$ cat src/rtl/decoder_out_buf.sv
// decoder_out_buf: first-word fall-through byte FIFO that captures one decoded byte per rising edge of the traceback done flag.
module decoder_out_buf #(
  parameter int DEPTH = 8
) (
  input  logic                       clk,
  input  logic                       rst,
  input  logic [7:0]                 i_decoder_data,
  input  logic                       i_decoder_done,
  input  logic                       i_flush,
  input  logic                       i_rd_ready,
  output logic [7:0]                 o_rd_data,
  output logic                       o_rd_valid,
  output logic [$clog2(DEPTH):0]     o_count,
  output logic                       o_full,
  output logic                       o_overflow,
  output logic [15:0]                o_byte_cnt
);
  localparam int AW = $clog2(DEPTH);
  logic [7:0]    mem_q [DEPTH];
  logic [AW-1:0] wr_ptr_q, rd_ptr_q, wr_ptr_d, rd_ptr_d;
  logic [AW:0]   count_q, count_d;
  logic          done_q, ovf_q, ovf_d;
  logic [15:0]   bcnt_q, bcnt_d;
  logic          capture, pop, push;
  always_comb begin
    capture  = i_decoder_done & ~done_q;
    pop      = o_rd_valid & i_rd_ready;
    push     = capture & (~o_full | pop);
    wr_ptr_d = i_flush ? '0 : wr_ptr_q + AW'(push);
    rd_ptr_d = i_flush ? '0 : rd_ptr_q + AW'(pop);
    count_d  = i_flush ? '0 : count_q + (AW+1)'(push) - (AW+1)'(pop);
    ovf_d    = i_flush ? 1'b0 : ovf_q | (capture & o_full & ~pop);
    bcnt_d   = i_flush ? '0 : bcnt_q + 16'(push && bcnt_q != 16'hFFFF);
  end
  always_ff @(posedge clk or negedge rst) begin
    if (!rst) begin
      wr_ptr_q <= '0;
      rd_ptr_q <= '0;
      count_q  <= '0;
      done_q   <= 1'b0;
      ovf_q    <= 1'b0;
      bcnt_q   <= '0;
    end else begin
      wr_ptr_q <= wr_ptr_d;
      rd_ptr_q <= rd_ptr_d;
      count_q  <= count_d;
      done_q   <= i_decoder_done;
      ovf_q    <= ovf_d;
      bcnt_q   <= bcnt_d;
    end
  end
  // storage needs no reset; when full with a pop, the write lands on the slot being read out this cycle
  always_ff @(posedge clk)
    if (push && !i_flush) mem_q[wr_ptr_q] <= i_decoder_data;
  assign o_rd_data  = mem_q[rd_ptr_q];
  assign o_rd_valid = count_q != '0;
  assign o_count    = count_q;
  assign o_full     = count_q == (AW+1)'(DEPTH);
  assign o_overflow = ovf_q;
  assign o_byte_cnt = bcnt_q;
endmodule

$ cat config.mk
export PLATFORM = sky130hd
export DESIGN_NAME = decoder_out_buf
export DESIGN_NICKNAME = d
export VERILOG_FILES = /design/src/rtl/decoder_out_buf.sv
export SDC_FILE = /design/constraint.sdc
export NUM_CORES = 1
export LEC_CHECK = 0
export ABC_CLOCK_PERIOD_IN_PS = 2600
export BUFFER_PORTS_ARGS = -buffer_cell sky130_fd_sc_hd__buf_4
export CORE_MARGIN = 8
export CORE_UTILIZATION = 52
export DETAILED_ROUTE_END_ITERATION = 12
export GPL_TIMING_DRIVEN = 0
export PLACE_DENSITY = 0.74
export SKIP_LAST_GASP = 1
export SLEW_MARGIN = 20
export SYNTH_ARGS = -nofsm -noshare
export SYNTH_HDL_FRONTEND = slang
export SYNTH_SLANG_ARGS = --single-unit
$ cat constraint.sdc
create_clock -name clk -period 2.6 [get_ports clk]
set_clock_uncertainty 0.1 [all_clocks]
set_input_delay 0.13 -clock clk [delete_from_list [all_inputs] [get_ports clk]]
set_output_delay 0.13 -clock clk [all_outputs]
set_load 0.005 [all_outputs]
==> results by group <==
Timing
  • Final-report hold violation count: 0
  • Slew HR: 35.53%
  • Period utilisation layout: between 90% and 100%
  • Final Slew Violations: 0
  • RSZ-0062 raised after global routing: yes
  • Final setup fails: 0
  • Final hold slack: 0.05907 ns
  • Fmax: roughly 400 MHz
  • Fin crit period: ~2.5 ns
  • Slew @ Worst Pin: ~0.96 ns

Setup path
  • Arrival time worst endpoint: approximately 2.7 ns
  • Critical path type: register to register
  • Required @ worst endpoint: 2.75 ns
  • Critical Path Source Type: register
  • Slowest cell delay on critical path: 0.40 ns
  • CP Capture Type: register
  • CP max stage cell: dfrtp_1
  • CP cell instances: inv_2 -> ha_2 -> or3b_4 -> o21ai_4 -> ha_4 -> inv_2 -> ha_4 -> a21o_1 -> a21oi_2 -> mux2_4
  • Worst-path fanout max: 5

Final layout
  • Diode count: 0
  • Post-route insts no fill: 434
  • Final core utilization: about two thirds
  • Layout area overhead: 23.37%
  • Post-route cell area: between 0.004 and 0.005 mm²
  • Layout Nets: ~350
  • Share of post-route cells with drive strength above 1: 34.34%

Route
  • Drt initial violations: between 60 and 70
  • DRC viols: 0
  • Vias per cell: between 5 and 6
  • WL final: 7.874 mm
  • DR WL/cell: around 18 µm
  • DRT Pass-1 Iters: 4
  • ANT nets after route: 0
  • Vias: 2,383

Pwr
  • Cell Pwr Density: between 700 and 800 mW/mm²
  • Final Power: between 3000 and 4000 µW
  • Leakage: 0.001892 µW
  • VDD IR max: 0.0005039 V

Clock network
  • Clk Tree Root Cell: clkbuf_8
  • Number of H-tree levels: 3
  • CTS tree: yes
  • CTS max path bufs: 2
  • Cts bufs inserted: 9
  • Clk Latency, worst-skew pair: 0.36 ns
  • Clock sinks: just over 90
  • Clk pin slew, worst setup/hold paths: 0.09 ns

Global route
  • Global router's overall resource usage: roughly 15%
  • Maximum number of pins on one net before global-route repair: 29
  • GRT overflow: 0
  • Antenna violations before repair: 0
  • First-pass GRT wire length: 12.82 mm
  • Vias in the first global route: around 2,500

Run
  • Total of max-cap violations: 0

Floorplanning
  • Die width: between 100 and 150 µm
  • Io pins: 44
  • Core area: about 0.0076 mm²
  • Chip height: a little over 100 µm
  • Die area: about 0.011 mm²
  • Std-Cell Rows: 32
  • Initial Utilization: between 50 and 60%

Logic synthesis
  • Synth Warn #: 0
  • Post-Syn Area: approximately 0.004 mm²
  • Synth cell types: 37
  • Synth Register Bits: ~90
  • Syn Inst Count: 251
  • Synth area leader: edfxtp_1
  • Ranking of synthesized cells by area: edfxtp_1, dfrtp_1, mux4_1
  • Yosys top cell area share: between 40% and 50%
  • Syn_area_per_cell: ~16 µm²
  • Syn_nets: between 200 and 300
  • Sequential cell area fraction in the yosys report: approximately two thirds

Placed design
  • Dpl cells: ~400
  • Final Wtd Congestion: 0.7593
  • DP HPWL: 5.239 mm
  • PortBufs: 42
  • Area post-placement: about 0.0045 mm²

Hold path
  • Hold Path Class: input port to register

Status
  • Outcome: finished clean
kinds of logic after synthesis:
logic type,after synthesis,share of synthesized area [%]
xor gates and xnor gates,7,1.527
muxes,29,13.65
DFF,92,65.32
AOI/OAI and AO/OA,20,2.929
and+or+nand+nor,69,9.536
adders and majority gates,13,4.238
buffers and inverters,21,2.805
timing repair:
action,CTS,global route
pin swaps,3,5
endpoints found under the setup margin,8,11
resized for setup,3,11
buffers inserted,5,4
hold endpoints to repair,93,0
hold buffers,10,0
state kept, by name (all words and copies together), names as in the netlist:
signal,flops
o_count,4
o_overflow,1
o_byte_cnt,16
done_q,1
rd_ptr_q,3
mem_q,64
wr_ptr_q,3
through the flow:
stage,setup WS (ns),setup TNS (ns)
2_1_floorplan,0.1052,0
3_3_place_gp,-0.6059,-10.44
3_5_place_dp,-0.2109,-0.6916
4_1_cts,0.008203,0
5_1_grt,-0.04074,-0.09481
6_report,0.09733,0
path summary, 6_finish.rpt:
kind | depth (start not counted) | endpoint | startpoint | slack, ns
max | 10 | o_count[3]$_DFF_PN0_ | o_count[2]$_DFF_PN0_ | 0.1
min | 4 | o_overflow$_DFF_PN0_ | i_rd_ready | 0.06
max reg2reg | 10 | o_count[3]$_DFF_PN0_ | o_count[2]$_DFF_PN0_ | 0.1
min reg2reg | 2 | o_overflow$_DFF_PN0_ | o_overflow$_DFF_PN0_ | 0.43
max in group asynchronous | 2 | done_q$_DFF_PN0_ | rst | 1.99
min in group asynchronous | 2 | o_byte_cnt[2]$_DFF_PN0_ | rst | 0.13
per-layer routing:
metal	GRT usage (%)	vias to the layer above	wire length (µm)
met5	0	-	0
met4	7.032	0	149
met3	2.726	13	232
met2	23.51	49	3917
met1	19.56	1206	3574
li1	-	1115	-
worst max-delay path, delay by kind of cell, from the launching register on:
kind | cells | cell delay (ns)
AO/OA/AOI/OAI | 3 | 0.56
adder cells (fa/ha/maj) | 3 | 0.52
buffers and inverters | 2 | 0.13
flip-flops | 1 | 0.40
multiplexers | 1 | 0.31
AND/OR/NAND/NOR | 1 | 0.39
cell usage in the layout (no fill, tap or decap), types with 3 or more instances in the layout:
cell type / synthesis / routed
a21oi_1: 9 / 7
buf_4: 0 / 54
clkbuf_1: 6 / 6
clkbuf_8: 0 / 9
dfrtp_1: 28 / 28
dlygate4sd3_1: 0 / 10
edfxtp_1: 64 / 64
ha_1: 12 / 8
inv_1: 10 / 8
mux2_2: 13 / 12
mux4_1: 11 / 11
mux4_2: 5 / 5
nand2_1: 6 / 6
nand3_1: 4 / 4
nand4_1: 4 / 4
nor2_1: 18 / 18
nor2b_1: 14 / 13
nor3_2: 0 / 3
nor4_1: 6 / 4
o21ai_0: 4 / 4
o31ai_1: 3 / 3
or3_1: 3 / 3
or4_1: 3 / 3
xnor2_1: 5 / 5
area by class of cell:
cell class / instances / area [µm²]
tap: 102 / 127.6
inverter: 10 / 37.54
fill: 564 / 2654
multi-input combinational: 138 / 1373
timing repair buffer: 65 / 510.5
sequential: 92 / 2623
clock inverter: 7 / 81.33
buffer: 11 / 77.57
clock buffer: 9 / 123.9
Yosys cell counts, drive strengths merged:
cell type	count
a21oi	9
mux4	16
nand2b	1
a21o	1
or3b	2
inv	10
o31ai	3
buf	5
xnor2	5
edfxtp	64
and2	1
nand4	5
ha	12
nor2	18
a31oi	1
or3	4
nor2b	14
xor2	2
or4	3
nor4	6
clkbuf	6
o21ai	5
nand2	6
fa	1
nand3b	1
nor4b	1
dfrtp	28
o211ai	1
mux2	13
nor3	3
nand3	4
report_power, final:
part / internal (µW) / switching [µW] / total (µW) / leakage, µW
sequential: 1630 / 46.7 / 1670 / 0.000959
combinational: 558 / 399 / 957 / 0.000827
clock: 460 / 521 / 980 / 0.000106
Note: power is estimated with default switching activity, not from simulation.
